==> src/rtl/csr_wr_unit.sv <==
// Machine-mode CSR write unit: handshaked 4-cycle read-modify-write of the
// writable machine CSRs, returning the old value for rd write-back.
module csr_wr_unit #(
  parameter logic [31:0] MTVEC_RESET = 32'h0000_0000
) (
  input  logic        clk_i,
  input  logic        rst_i,
  input  logic        req_valid_i,
  output logic        req_ready_o,
  input  logic [11:0] csr_adr_i,
  input  logic [2:0]  funct3_i,
  input  logic [31:0] src_i,
  input  logic [4:0]  zimm_i,
  input  logic        src_is_x0_i,
  input  logic        instret_inc_i,
  output logic [31:0] rd_val_o,
  output logic        done_o,
  output logic        illegal_o,
  output logic [31:0] mtvec_o,
  output logic [31:0] mepc_o,
  output logic [1:0]  fsm_state_o
);

  // Handshake: a request transfers on a rising edge where req_valid_i and
  // req_ready_o are both 1; req_valid_i is ignored while req_ready_o is 0.

  typedef enum logic [1:0] {
    ST_IDLE   = 2'd0,
    ST_READ   = 2'd1,
    ST_MODIFY = 2'd2,
    ST_WRITE  = 2'd3
  } state_t;

  localparam logic [11:0] ADR_MSCRATCH  = 12'h340;
  localparam logic [11:0] ADR_MEPC      = 12'h341;
  localparam logic [11:0] ADR_MCAUSE    = 12'h342;
  localparam logic [11:0] ADR_MTVEC     = 12'h305;
  localparam logic [11:0] ADR_MINSTRET  = 12'hB02;
  localparam logic [11:0] ADR_MINSTRETH = 12'hB82;
  localparam logic [11:0] ADR_INSTRET   = 12'hC02;
  localparam logic [11:0] ADR_INSTRETH  = 12'hC82;

  state_t      state_q, state_d;
  logic [11:0] adr_q;
  logic [1:0]  op_q;
  logic [31:0] operand_q;
  logic        suppress_q;
  logic [31:0] old_q;
  logic [31:0] new_q;
  logic        illegal_q;
  logic [31:0] rd_val_q;

  logic [31:0] mscratch_q, mepc_q, mcause_q, mtvec_q;
  logic [31:0] minstret_lo_q, minstret_hi_q;

  logic        accept;
  logic        commit;
  logic [31:0] rd_mux;
  logic        mapped;
  logic        illegal_dec;
  logic        suppress_in;

  assign accept      = req_valid_i && (state_q == ST_IDLE);
  assign req_ready_o = (state_q == ST_IDLE);
  assign done_o      = (state_q == ST_WRITE);
  assign illegal_o   = done_o && illegal_q;
  assign rd_val_o    = rd_val_q;
  assign mtvec_o     = mtvec_q;
  assign mepc_o      = mepc_q;
  assign fsm_state_o = state_q;
  assign commit      = (state_q == ST_WRITE) && !illegal_q && !suppress_q;

  // Set/clear with a zero operand is a pure read and has no side effect.
  always_comb begin
    suppress_in = 1'b0;
    if (funct3_i[1]) begin
      suppress_in = funct3_i[2] ? (zimm_i == 5'd0) : src_is_x0_i;
    end
  end

  always_comb begin
    rd_mux = 32'h0;
    mapped = 1'b1;
    case (adr_q)
      ADR_MSCRATCH:                rd_mux = mscratch_q;
      ADR_MEPC:                    rd_mux = mepc_q;
      ADR_MCAUSE:                  rd_mux = mcause_q;
      ADR_MTVEC:                   rd_mux = mtvec_q;
      ADR_MINSTRET,  ADR_INSTRET:  rd_mux = minstret_lo_q;
      ADR_MINSTRETH, ADR_INSTRETH: rd_mux = minstret_hi_q;
      default:                     mapped = 1'b0;
    endcase
    illegal_dec = !mapped || (op_q == 2'b00) ||
                  ((adr_q[11:10] == 2'b11) && !suppress_q);
  end

  always_comb begin
    state_d = state_q;
    case (state_q)
      ST_IDLE:   if (req_valid_i) state_d = ST_READ;
      ST_READ:   state_d = ST_MODIFY;
      ST_MODIFY: state_d = ST_WRITE;
      ST_WRITE:  state_d = ST_IDLE;
      default:   state_d = ST_IDLE;
    endcase
  end

  always_ff @(posedge clk_i or posedge rst_i) begin
    if (rst_i) state_q <= ST_IDLE;
    else       state_q <= state_d;
  end

  always_ff @(posedge clk_i or posedge rst_i) begin
    if (rst_i) begin
      adr_q      <= 12'h0;
      op_q       <= 2'b00;
      operand_q  <= 32'h0;
      suppress_q <= 1'b0;
      old_q      <= 32'h0;
      new_q      <= 32'h0;
      illegal_q  <= 1'b0;
      rd_val_q   <= 32'h0;
    end else begin
      if (accept) begin
        adr_q      <= csr_adr_i;
        op_q       <= funct3_i[1:0];
        operand_q  <= funct3_i[2] ? {27'b0, zimm_i} : src_i;
        suppress_q <= suppress_in;
      end
      if (state_q == ST_READ) begin
        old_q     <= illegal_dec ? 32'h0 : rd_mux;
        illegal_q <= illegal_dec;
      end
      if (state_q == ST_MODIFY) begin
        rd_val_q <= old_q;
        case (op_q)
          2'b01:   new_q <= operand_q;
          2'b10:   new_q <= old_q | operand_q;
          2'b11:   new_q <= old_q & ~operand_q;
          default: new_q <= old_q;
        endcase
      end
    end
  end

  always_ff @(posedge clk_i or posedge rst_i) begin
    if (rst_i) begin
      mscratch_q <= 32'h0;
      mepc_q     <= 32'h0;
      mcause_q   <= 32'h0;
      mtvec_q    <= {MTVEC_RESET[31:2], 2'b00};
    end else if (commit) begin
      case (adr_q)
        ADR_MSCRATCH: mscratch_q <= new_q;
        ADR_MEPC:     mepc_q     <= {new_q[31:2], 2'b00};
        ADR_MCAUSE:   mcause_q   <= new_q;
        ADR_MTVEC:    mtvec_q    <= {new_q[31:2], 2'b00};
        default:      ;
      endcase
    end
  end

  // A software write to either half wins over a same-cycle retire pulse,
  // which is dropped whole (no carry into the other half).
  always_ff @(posedge clk_i or posedge rst_i) begin
    if (rst_i) begin
      minstret_lo_q <= 32'h0;
      minstret_hi_q <= 32'h0;
    end else if (commit && (adr_q == ADR_MINSTRET)) begin
      minstret_lo_q <= new_q;
    end else if (commit && (adr_q == ADR_MINSTRETH)) begin
      minstret_hi_q <= new_q;
    end else if (instret_inc_i) begin
      {minstret_hi_q, minstret_lo_q} <= {minstret_hi_q, minstret_lo_q} + 64'd1;
    end
  end

endmodule

==> config.mk <==
export PLATFORM = sky130hd
export DESIGN_NAME = csr_wr_unit
export DESIGN_NICKNAME = d
export VERILOG_FILES = /design/src/rtl/csr_wr_unit.sv
export SDC_FILE = /design/constraint.sdc
export NUM_CORES = 1
export LEC_CHECK = 0
export ABC_AREA = 1
export CAP_MARGIN = 10
export CORE_AREA = 2 2 151 264
export CTS_CLUSTER_SIZE = 14
export DETAILED_ROUTE_END_ITERATION = 8
export DIE_AREA = 0 0 153 266
export PLACE_DENSITY = 0.65
export SYNTH_ARGS = -nofsm -noshare
export SYNTH_HDL_FRONTEND = slang
export SYNTH_SLANG_ARGS = --single-unit
==> constraint.sdc <==
create_clock -name clk_i -period 12.9 [get_ports clk_i]
set_input_delay 2.58 -clock clk_i [delete_from_list [all_inputs] [get_ports clk_i]]
set_output_delay 2.58 -clock clk_i [all_outputs]
set_load 0.05 [all_outputs]
# ---- Word-level counts from Yosys, hierarchy flattened
# Index checks and enable logic that the tools add are counted.
dict set report word_totals {
  output_inout_bits 101
  regBits 334
  wordCells 77
  input_bits 57
}
dict set report op_classes {
  eq_ne 17
  mux 14
  n_reduce_logical 26
  addsub 1
  n_bitwise 4
}
# operator count
set ops {}
lappend ops {{32-bit 2-to-1 mux} 7}
lappend ops {{32-bit one-hot mux with 6 select lines} 1}
lappend ops {{32-bit one-hot mux with 3 select lines} 1}
lappend ops {{64-bit by 1-bit adder with 64-bit output (second input constant)} 1}
lappend ops {{12-bit by 10-bit == test with 1-bit output (second input constant)} 4}
lappend ops {{12-bit == test (second input constant)} 4}
lappend ops {{32-bit bitwise AND} 1}
lappend ops {{32-bit NOT} 1}
lappend ops {{32-bit OR} 1}
lappend ops {{2-bit AND reduction} 6}
lappend ops {{2-bit == test (second input constant)} 5}
lappend ops {{2-bit one-hot mux with 4 select lines} 1}
lappend ops {{8-bit OR reduction} 1}
lappend ops {{1-bit logical AND} 7}
lappend ops {{5-bit logical NOT} 1}
lappend ops {{2-bit by 1-bit == test with 1-bit output (second input constant)} 2}
lappend ops {{2-bit logical NOT} 2}
lappend ops {{2-bit inequality test (second input constant)} 2}
lappend ops {{2-bit nonzero test} 2}
lappend ops {{2-bit OR reduction} 2}
lappend ops {{1-bit logical NOT} 3}
lappend ops {{1-bit 2-to-1 mux} 3}
lappend ops {{1-bit logical OR} 2}
lappend ops {{2-bit 2-to-1 mux} 1}
lappend ops {{1-bit NOT} 1}

# ---- Longest topological paths before layout
dict set report logic_depth {
  depth_word 7
  depth_mapped 13
  ltp_nobuf 12
}

# ---- Worst setup path before layout
# No wires, ideal clock.
dict set report synth_timing {
  path_type {flip-flop to output port}
  startpoint {reg state_q[1], in the netlist fsm_state_o[1]}
  endpoint {out illegal_o}
  stages_incl_launch_ff 4
  required_time_ps 10320
  n_path_buf 0
  arrival_ps 1658
  slack_ps 8662
  cell_sequence {dfrtp_1 ha_1 nand2_1 inv_1}
}
dict set report synth_between {
  elab_chain_len 2
}
# element line
set synth_lines {}
lappend synth_lines {{from (decl)} 43} ;# state_t state_q, state_d;
lappend synth_lines {{from (signal assigned)} 110} ;# else state_q <= state_d;
lappend synth_lines {{2-bit == test} 65} ;# assign done_o = (state_q == ST_WRITE);
lappend synth_lines {{named net done_o} 17} ;# output logic done_o,
lappend synth_lines {{1-bit logical AND} 66} ;# assign illegal_o = done_o && illegal_q;
lappend synth_lines {{to (decl)} 18} ;# output logic illegal_o,
# The timed path passes the listed nets, and every way through them passes these cells.

==> results.toml <==
[run_status]
status = "finished, final reports clean"

[clock_network]
cts.root.buffer_cell = "clkbuf_16"
clkTransAtPathRegs_ps = 60
hold_buffers = 0
clockBufferDepth = 3
cts_tree = "built"
h-tree-depth = 2
clock-sinks = 334
clock_latency_ps = 540
cts.repair.resized = 0
post_cts_buffers = 0
cts_buffers = 35

[routing]
via_per_inst = 5.51
vias = 16500
drt-wirelength-per-cell_um = 20.6
wirelength_um = 61900
drc = 0
ant_nets = 0
dr.first_iter.drc_count = 1306
drt_first_pass_iters = 6

[job]
cap_violations = 0

[min_path]
min-delay-start = "mscratch_q[23]"
hold-path-endpoint = "mscratch_q[23]"
whs_path_depth = 2
hp-class = "reg -> reg"

[setup_path]
worst-setup-path-type = "in -> async"
cp-end-kind = "async pin"
worstPathArrival_ps = 5570
worstReg2RegEnd = "minstret_lo_q[7]"
worstRegToRegCells = 8
critPathLaunchType = "input port"
ff2ff_setup_slack_ps = 9020
worstReg2RegStart = "adr_q[5]"
crit_fanout = 128
required_ps = 13410

[floorplanning]
die_area_mm2 = 0.0407
coreArea_mm2 = 0.0388
initial_utilization_pct = 45.3
die_w_um = 153
rows = 96
die_y_um = 266
ios = 158

[final_layout]
drive_gt1_share_pct = 5.46
fin_util_pct = 52.9
synthToLayoutAreaGrowth_pct = 16.7
final_common_cell = "nand2_1"
fill_cells = 3840
layout_common_cells = "nand2_1 (844), dfrtp_1 (334), o21ai_0 (307)"
n_antenna_cell = 0
nets = 2546

[power_and_ir_drop]
power.total_mw = 2.95
leakage_nw = 9.58
ir_worst_vdd_mv = 0.190
p_per_area_mw_per_mm2 = 144

[logic_synthesis]
ys_ff_latch = 334
synth_area_leaders = "dfrtp_1 (48%), nand2_1 (18%), o21ai_0 (8.7%), nand3_1 (6.0%), nor2_1 (4.5%)"
synth.largest_area_cell = "dfrtp_1"
avgSynthCellArea_um2 = 7.34
synth_top_area_share_pct = 47.6
yosysWarnings = 0
postSynthCellCount = 2393
synth_cell_types = 42
synth_edf_count = 0
syn_area_mm2 = 0.0176
async_flop_share_pct = 100
synth_flop_cell = "dfrtp_1"
ys_seq_area_share_pct = 47.6

[place]
portBuffers = 153
dpl.hpwl_um = 44800
gp_congestion = 1.04

[timing]
worst_pin_slew_ps = 1140
fin_setup_tns_ps = 0
slew_violations = 0
grt_setup_unrepaired = "false"
worst_slew_margin_rel_pct = 24.0
fin_crit_ps = 5050
fin_skew_ps = 21.8
period_share_pct = 39.2
fmax_mhz = 198
setup_viol = 0
finalHoldViolations = 0

[global_routing]
grt_start_max_net_pins = 129
grt_pass1_wl_um = 95600
grt-ovfl-total = 0
grt_usage_pct = 30.4
grt_antenna_before_repair = 0
grt_pass1_vias = 16200
## synth_stat cells (10+ instances only)
cell / instances
buf_4: 10
nor3_1: 11
xnor2_1: 14
inv_1: 200
buf_2: 24
clkbuf_1: 69
xor2_1: 13
nand3_1: 211
mux2_2: 32
nand4_1: 12
o211ai_1: 16
nor2_1: 210
o21ai_0: 307
nand2_1: 846
dfrtp_1: 334
o21ai_1: 12
## worst max-delay path by stage
stage	cells after the start	to	start
2_1_floorplan	1	adr_q[0]	rst_i
3_3_place_gp	4	new_q[11]	rst_i
3_5_place_dp	4	new_q[7]	rst_i
4_1_cts	4	rd_val_o[6]	rst_i
5_1_grt	4	old_q[7]	rst_i
6_report	4	mepc_o[3]	rst_i
## worst max-delay path, stage by stage
cell,delay [ps]
clkdlybuf4s50_1,490
inv_8,600
buf_4,790
buf_4,890
## flip-flops by register name (all words and copies together), names as in the netlist, 2 cells and up
register,cells
adr_q,12
fsm_state_o,2
mcause_q,32
mepc_o,30
minstret_hi_q,32
minstret_lo_q,32
mscratch_q,32
mtvec_o,30
new_q,32
old_q,32
op_q,2
operand_q,32
rd_val_o,32
## where the power goes
group	leakage [nW]	switching (mW)	internal [mW]
Combinational	4.47	0.479	0.180
Clock	0.561	0.431	0.605
Sequential	4.55	0.0993	1.15
## logic make-up after synthesis
logic type / count (synthesis) / share of synthesized area [%]
AND/OR/NAND/NOR: 1322 / 30.9
buffers and inverters: 322 / 7.35
other: 1 / 0.0213
adder cells (fa/ha/maj): 5 / 0.356
AO/OA/AOI/OAI: 350 / 10.4
XOR/XNOR: 27 / 1.35
flip-flops: 334 / 47.6
multiplexers: 32 / 2.05
## layout make-up
type	instances	area [um2]	area share (%)
clock buffers	52	1050	5.13
repair buffers	164	1630	7.96
clock inverters	8	98.8	0.482
inverters	209	793	3.87
multi-input cells	1740	7970	38.8
flip-flops and latches	334	8360	40.7
well taps	490	613	2.99
## stage by stage
step | area [um2] | hold WS (ps) | instances | setup slack [ps]
2_1_floorplan | 17600 | 450 | 2396 | 1070
3_3_place_gp | 19300 | 466 | 2935 | 7260
3_5_place_dp | 19300 | 473 | 2935 | 7180
4_1_cts | 20500 | 488 | 2995 | 7740
5_1_grt | 20500 | 509 | 2997 | 7410
6_report | 20500 | 488 | 2997 | 7850
## per-layer routing
layer,GRT usage [%],part of all wire [%]
met5,0,0
met4,19.0,7.0
met3,3.58,5.7
met2,51.0,49
met1,37.5,39
Power figures use the tool's default switching activity.
